==> src/rtl/sc_mul_norm_seq_pkg.sv <==
// Shared types and helpers for the stochastic-computing multiplier.
// Holds the FSM state enum, bit-reverse/clog2 helpers and the default geometry.
package sc_mul_pkg;

  typedef enum logic [2:0] {
    IDLE,
    NORM,
    STREAM,
    SCALE,
    DONE
  } state_t;

  function automatic int clog2(input int v);
    int r;
    r = 0;
    while ((1 << r) < v) r++;
    return r;
  endfunction

  function automatic logic [31:0] bitrev(input logic [31:0] v, input int n);
    logic [31:0] r;
    r = '0;
    for (int i = 0; i < n; i++) r[i] = v[n-1-i];
    return r;
  endfunction

  localparam int DATA_WIDTH_DEF = 16;
  localparam int VALID_BW_DEF   = 6;
  localparam int STREAM_LEN     = 1 << VALID_BW_DEF;
  localparam int SHIFT_W        = clog2(2 * DATA_WIDTH_DEF) + 2;

endpackage

==> src/rtl/sc_mul_norm_seq_if.sv <==
// Operand/result handshake bundle for sc_mul_norm_seq.
// The master drives operands and consumes results; the slave is the multiplier.
interface sc_mul_norm_seq_if #(
  parameter int DATA_WIDTH = 16,
  parameter int OUT_WIDTH  = 2 * DATA_WIDTH
);
  logic                  in_valid;
  logic                  in_ready;
  logic [DATA_WIDTH-1:0] io_inputs_a;
  logic [DATA_WIDTH-1:0] io_inputs_b;
  logic                  out_valid;
  logic                  out_ready;
  logic [OUT_WIDTH-1:0]  mul_result;

  modport master (
    output in_valid, io_inputs_a, io_inputs_b, out_ready,
    input  in_ready, out_valid, mul_result
  );

  modport slave (
    input  in_valid, io_inputs_a, io_inputs_b, out_ready,
    output in_ready, out_valid, mul_result
  );
endinterface

==> src/rtl/sc_mul_norm_seq_lzc.sv <==
// Parametrised combinational leading-zero counter.
// An all-zero input reports count 0 with all_zero set.
module sc_lzc
  import sc_mul_pkg::*;
#(
  parameter int WIDTH = 16,
  parameter int CW    = clog2(WIDTH)
) (
  input  logic [WIDTH-1:0] data,
  output logic [CW-1:0]    count,
  output logic             all_zero
);

  // Scanning upward lets the highest set bit win.
  always_comb begin
    count    = '0;
    all_zero = 1'b1;
    for (int i = 0; i < WIDTH; i++) begin
      if (data[i]) begin
        count    = CW'(WIDTH - 1 - i);
        all_zero = 1'b0;
      end
    end
  end

endmodule

==> src/rtl/sc_mul_norm_seq.sv <==
// Handshaked stochastic-computing unsigned multiplier with operand normalisation.
// Define SC_MUL_EARLY_TERM_EN to end the stream once the A bitstream is exhausted.
//
// state  | meaning
// IDLE   | waiting for an operand pair, in_ready high
// NORM   | sample leading-zero counts, keep VALID_BW MSBs of each operand
// STREAM | one bitstream position per cycle, count AND-ed ones
// SCALE  | denormalise the ones count by the signed shift
// DONE   | hold result with out_valid until out_ready
module sc_mul_norm_seq
  import sc_mul_pkg::*;
#(
  parameter int DATA_WIDTH = DATA_WIDTH_DEF,
  parameter int VALID_BW   = VALID_BW_DEF,
  parameter int OUT_WIDTH  = 2 * DATA_WIDTH
) (
  input  logic              clk,
  input  logic              rst,
  sc_mul_norm_seq_if.slave  bus,
  output logic              busy
);

  localparam int LZW = clog2(DATA_WIDTH);
  localparam int SW  = clog2(2 * DATA_WIDTH) + 2;

  state_t state_q, state_d;

  logic [DATA_WIDTH-1:0] a_q, b_q;
  logic [LZW-1:0]        lza, lzb, lza_q, lzb_q;
  logic                  za, zb;
  logic [VALID_BW-1:0]   am_q, bm_q, cnt_q, ones_q;
  logic [OUT_WIDTH-1:0]  result_q;

  logic                  a_bit, b_bit, stream_last;
  logic signed [SW-1:0]  shift_s;
  logic [SW-1:0]         shift_mag;
  logic [OUT_WIDTH-1:0]  ones_ext, scaled;

  sc_lzc #(.WIDTH(DATA_WIDTH), .CW(LZW)) u_lzc_a (.data(a_q), .count(lza), .all_zero(za));
  sc_lzc #(.WIDTH(DATA_WIDTH), .CW(LZW)) u_lzc_b (.data(b_q), .count(lzb), .all_zero(zb));

  assign a_bit = cnt_q < am_q;
  assign b_bit = VALID_BW'(bitrev(32'(cnt_q), VALID_BW)) < bm_q;

`ifdef SC_MUL_EARLY_TERM_EN
  // a_bit is zero for every cnt >= A, so later cycles cannot add ones.
  assign stream_last = (cnt_q == am_q - VALID_BW'(1));
`else
  assign stream_last = (cnt_q == {VALID_BW{1'b1}});
`endif

  assign shift_s   = SW'(2 * DATA_WIDTH - VALID_BW - int'(lza_q) - int'(lzb_q));
  assign shift_mag = shift_s[SW-1] ? SW'(-shift_s) : SW'(shift_s);
  assign ones_ext  = OUT_WIDTH'(ones_q);
  assign scaled    = shift_s[SW-1] ? (ones_ext >> shift_mag) : (ones_ext << shift_mag);

  always_ff @(posedge clk) begin
    if (rst) state_q <= IDLE;
    else     state_q <= state_d;
  end

  // A zero operand passes through SCALE with ones=0, giving a 0 result in two edges.
  always_comb begin
    state_d = state_q;
    case (state_q)
      IDLE:    if (bus.in_valid) state_d = NORM;
      NORM:    state_d = (za || zb) ? SCALE : STREAM;
      STREAM:  if (stream_last) state_d = SCALE;
      SCALE:   state_d = DONE;
      DONE:    if (bus.out_ready) state_d = IDLE;
      default: state_d = IDLE;
    endcase
  end

  always_ff @(posedge clk) begin
    if (rst) begin
      a_q      <= '0;
      b_q      <= '0;
      lza_q    <= '0;
      lzb_q    <= '0;
      am_q     <= '0;
      bm_q     <= '0;
      cnt_q    <= '0;
      ones_q   <= '0;
      result_q <= '0;
    end else begin
      case (state_q)
        IDLE: begin
          if (bus.in_valid) begin
            a_q <= bus.io_inputs_a;
            b_q <= bus.io_inputs_b;
          end
        end
        NORM: begin
          am_q   <= VALID_BW'((a_q << lza) >> (DATA_WIDTH - VALID_BW));
          bm_q   <= VALID_BW'((b_q << lzb) >> (DATA_WIDTH - VALID_BW));
          lza_q  <= lza;
          lzb_q  <= lzb;
          cnt_q  <= '0;
          ones_q <= '0;
        end
        STREAM: begin
          cnt_q  <= cnt_q + VALID_BW'(1);
          ones_q <= ones_q + VALID_BW'(a_bit & b_bit);
        end
        SCALE:   result_q <= scaled;
        default: ;
      endcase
    end
  end

  assign bus.in_ready   = (state_q == IDLE);
  assign bus.out_valid  = (state_q == DONE);
  assign bus.mul_result = result_q;
  assign busy           = (state_q != IDLE);

endmodule

==> src/flat_wrapper.sv <==
// flat-port wrapper written by rule: the top's interface ports become plain ports
module sc_mul_norm_seq_flat import sc_mul_pkg::*;
#(
  parameter int DATA_WIDTH = DATA_WIDTH_DEF,
  parameter int VALID_BW   = VALID_BW_DEF,
  parameter int OUT_WIDTH  = 2 * DATA_WIDTH
)
  (clk, rst, busy, bus_in_valid, bus_io_inputs_a, bus_io_inputs_b, bus_out_ready, bus_in_ready, bus_out_valid, bus_mul_result);
  sc_mul_norm_seq_if #(.DATA_WIDTH(DATA_WIDTH), .OUT_WIDTH(OUT_WIDTH)) bus_i ();
  input  logic clk;
  input  logic rst;
  output logic busy;
  input wire logic [$bits(bus_i.in_valid)-1:0] bus_in_valid;
  input wire logic [$bits(bus_i.io_inputs_a)-1:0] bus_io_inputs_a;
  input wire logic [$bits(bus_i.io_inputs_b)-1:0] bus_io_inputs_b;
  input wire logic [$bits(bus_i.out_ready)-1:0] bus_out_ready;
  output wire logic [$bits(bus_i.in_ready)-1:0] bus_in_ready;
  output wire logic [$bits(bus_i.out_valid)-1:0] bus_out_valid;
  output wire logic [$bits(bus_i.mul_result)-1:0] bus_mul_result;
  assign bus_i.in_valid = bus_in_valid;
  assign bus_i.io_inputs_a = bus_io_inputs_a;
  assign bus_i.io_inputs_b = bus_io_inputs_b;
  assign bus_i.out_ready = bus_out_ready;
  assign bus_in_ready = bus_i.in_ready;
  assign bus_out_valid = bus_i.out_valid;
  assign bus_mul_result = bus_i.mul_result;
  sc_mul_norm_seq #(.DATA_WIDTH(DATA_WIDTH), .VALID_BW(VALID_BW), .OUT_WIDTH(OUT_WIDTH)) u_core (.clk(clk), .rst(rst), .bus(bus_i), .busy(busy));
endmodule
==> config.mk <==
export PLATFORM = sky130hd
export DESIGN_NAME = sc_mul_norm_seq_flat
export DESIGN_NICKNAME = d
export VERILOG_FILES = /design/src/rtl/sc_mul_norm_seq_pkg.sv /design/src/rtl/sc_mul_norm_seq_if.sv /design/src/rtl/sc_mul_norm_seq_lzc.sv /design/src/rtl/sc_mul_norm_seq.sv /design/src/flat_wrapper.sv
export SDC_FILE = /design/constraint.sdc
export NUM_CORES = 1
export LEC_CHECK = 0
export ABC_AREA = 0
export CAP_MARGIN = 20
export CORE_MARGIN = 3
export CORE_UTILIZATION = 45
export DETAILED_ROUTE_END_ITERATION = 7
export GPL_ROUTABILITY_DRIVEN = 0
export PLACE_DENSITY = 0.66
export SYNTH_ARGS = -nofsm -noshare
export SYNTH_HDL_FRONTEND = slang
export SYNTH_SLANG_ARGS = --single-unit
export TNS_END_PERCENT = 10
==> constraint.sdc <==
create_clock -name clk -period 7.7 [get_ports clk]
set_clock_uncertainty 0.2 [all_clocks]
set_input_delay 1.54 -clock clk [delete_from_list [all_inputs] [get_ports clk]]
set_output_delay 1.54 -clock clk [all_outputs]
set_load 0.05 [all_outputs]
==> results <==
- The mean area per synthesized cell is 7.80 sq um.
- Yosys printed 0 warnings.
- After detailed routing, the number of remaining DRC violations is 0.
- The most used flip-flop cell after synthesis is dfxtp_1.
- The clock period minus worst slack is 3.87 ns.
- The max capacitance violation total is 0.
- The post-CTS setup buffer count is 0.
- Power spread over the standard cell area amounts to 292 nW/um^2.
- The placed wire-length estimate after detailed placement is 11.8 mm.
- Synthesis produced a netlist with a net count of 860.
- The number of max-slew violations in the final report is 0.
- The endpoint required time on the critical path is 5.96 ns.
- The least setup slack across all paths after layout is 3.83 ns.
- Before antenna repair, the detailed router went through 5 iterations.
- The post-route netlist has 6.91% of its cells at a drive strength greater than 1.
- The total I/O pin count is 71.
- The placeable core area is 13500 sq um.
- Entering global routing, the biggest net connects 84 pins.
- Global routing consumed, on the met1 layer, 29.0% of the routing resources.
- For flop-to-flop paths, the worst setup slack is 4.06 ns.
- Setup repair after global routing left no endpoint under its margin.
- The number of nets at the end of the flow is 890.
- TritonCTS built the clock tree.
- Counting distinct cell types in the post-synthesis netlist gives 81.
- The number of buffers created by CTS is 9.
- The transition at the pin with the smallest max-transition slack is 1.01 ns.
- The category of the most critical setup path is reg -> out.
- In this run the most used layer during global routing was met2.
- The number of antenna violations at the first check in global routing is 0.
- For this configuration, the core starts out at a cell density of 46.6%.
- The final layout contains routed wiring with a total length of 16.4 mm.
- The setup-violating endpoint count in the final report is 0.
- For this block, the via count after detailed routing is 6068.
- The area added between synthesis and finish is 16.6%.
- In the post-synthesis netlist, the biggest area contributors are dfxtp_1 (32%), nand2_1 (6.5%), a21oi_1 (5.9%).
- Of all nets on the critical path, the largest fanout is 8.
- The run finished with clean final reports.
- The library cell used as clock root buffer is clkbuf_16.
- At the later pin of the worst-skew pair, clock insertion delay measures 0.36 ns.
- The mapped netlist covers 6270 sq um.
- Port buffering added 70 buffers.
- After detailed routing, the average wire length per cell comes to 16.1 um.
- In this run the tightest slew margin relative to its limit is 32.6%.
- The number of global-route vias before repair is 5571.
- The type of element launching the critical path is a flop.
- The flip-flop and latch count after synthesis is 99.
- The largest single stage delay on the critical path is 0.89 ns.
- After layout, the worst path uses 50.3% of the clock period.
- The power after layout is 2.13 mW.
- The detail route stage leaves a number of antenna-violating nets equal to 0.
- Of all flip-flops after synthesis, the portion carrying an async set or reset was 0%.
- The final hold violation count was 0.
- The worst path buffer plus inverter count is 1.
- The biggest area contributor in the post-synthesis netlist is dfxtp_1.
- Clock-pin slew was measured on the worst setup and hold paths at 0.07 ns.
- In the final timing run, aggregate negative setup slack is 0 ns.
- Static timing analysis puts the maximum clock frequency at 258 MHz.
- The floorplan step set the die height to 124 um.
- Synthesis handed over a netlist of 804 instances.
- The total number of H-tree levels is 3.
- The first global-routing pass estimated 27.2 mm of wire.
- The number of buffers on the longest clock path is 2.
- Yosys instantiated no cell more often than nand2_1.
- The global-route usage over all layers is 21.9%.
- The final antenna diode count is 0.
- The number of clock sinks is 99.
- Data on the critical path arrives at its endpoint at 2.13 ns.
- The die covers 15400 sq um.
- The remaining global-route overflow is 0.
- The kind of end point of the critical path is an output pin.
- By count the netlist is led by nand2_1 (109), dfxtp_1 (99), nor2_1 (77).
- The share of the Yosys chip area taken by registers is 31.6%.
- On the critical path, the stage with the largest delay is an instance of clkdlybuf4s50_1.
- In this run, post-CTS repair resized a total of 0 instances.
- In this run the biggest area consumer among cell types represents 31.6% of the synthesized area.
- The total number of placement rows is 42.
- The number of hold buffers added after cts is 0.
- IR analysis of the VDD net gives a maximum drop of 160 uV.
- The number of flops mapped to enable cells by yosys is 0.
- The met3 capacity usage during global routing is 3.36%.
- Broken down by cell family, the worst path's largest delay share belongs to buffers and inverters.
- The path category of the worst min-delay check is reg -> reg.
- The worst setup timing slack at the placement stage is 4.10 ns.
- The met2 track demand over resource in global routing is 36.2%.
- The die is 124 um wide.
- The post-detailed-route via-to-cell ratio is 5.98.
- The initial DRC count is 628.
- The signal on the critical path passes through nor3b_1, clkdlybuf4s50_1.
- The cell leakage power is 2.59 nW.
[metrics by stage]
stage	hold WS (ns)	cells	cell area [sq um]	util, %
2_1_floorplan	0.236	804	6270	-
3_3_place_gp	0.252	999	6990	52.0
3_5_place_dp	0.259	999	6990	52.0
4_1_cts	0.272	1015	7310	54.4
5_1_grt	0.284	1015	7310	54.4
6_report	0.272	1015	7310	54.4
[metal layers]
| metal | routed length, um | share of wire, % |
|---|---|---|
| met1 | 7390 | 45 |
| met2 | 7690 | 47 |
| met3 | 941 | 5.7 |
| met4 | 365 | 2.2 |
| met5 | 0 | 0 |
[state kept, by name, indices dropped and copies added (netlist names)]
register / count
u_core.lzb_q: 4
u_core.lza_q: 4
u_core.am_q: 6
u_core.ones_q: 6
u_core.a_q: 16
u_core.bus.mul_result: 32
u_core.state_q: 3
u_core.cnt_q: 6
u_core.bm_q: 6
u_core.b_q: 16
[cell type report]
cell class	count	area, sq um
inverter	31	116
timing repair buffer	77	748
sequential	99	1980
clock inverter	7	93.8
tap	176	220
multi-input combinational	616	3930
fill	1310	6140
clock buffer	9	225
[worst paths after layout]
path / start / end / cells after the start
max reg2reg: u_core.lza_q[0] / u_core.bus.mul_result[29] / 10
min: u_core.lzb_q[2] / u_core.lzb_q[2] / 2
max: u_core.state_q[2] / bus_out_valid / 2
min reg2reg: u_core.lzb_q[2] / u_core.lzb_q[2] / 2
[kinds of logic (layout without fill, tap and decap cells)]
kind of cell | Yosys count | after routing | share of synthesized area (%)
AND/OR/NAND/NOR | 320 | 320 | 25.0
AO/OA/AOI/OAI | 235 | 235 | 25.7
flip-flops | 99 | 99 | 31.6
buffers and inverters | 89 | 124 | 5.75
multiplexers | 32 | 32 | 6.37
adder cells (fa/ha/maj) | 20 | 20 | 4.11
XOR/XNOR | 9 | 9 | 1.50
[cell usage in the layout (no fill, tap or decap), drive strengths merged, types with 13 or more instances in the layout]
master         netlist  layout
a211oi              16      16
a21oi               75      75
a22o                15      15
clkdlybuf4s50        0      69
dfxtp               99      99
ha                  19      19
inv                 31      35
mux2i               23      23
nand2              110     110
nand2b              13      13
nand3               19      19
nor2                78      78
nor2b               14      14
nor3                24      24
nor4                15      15
o21ai               34      34
[tightest hold or removal path: stages, from the launching register on]
cell	delay, ns
dfxtp_1	0.32
nand2_1	0.06
a21oi_1	0.05
[where the power goes]
part	internal, mW	leakage, nW	switching (mW)	total, mW
sequential	0.563	0.805	0.0719	0.635
clock	0.262	0.153	0.225	0.487
combinational	0.375	1.64	0.636	1.01
total	1.20	2.59	0.933	2.13
Power figures use the tool's default switching activity.
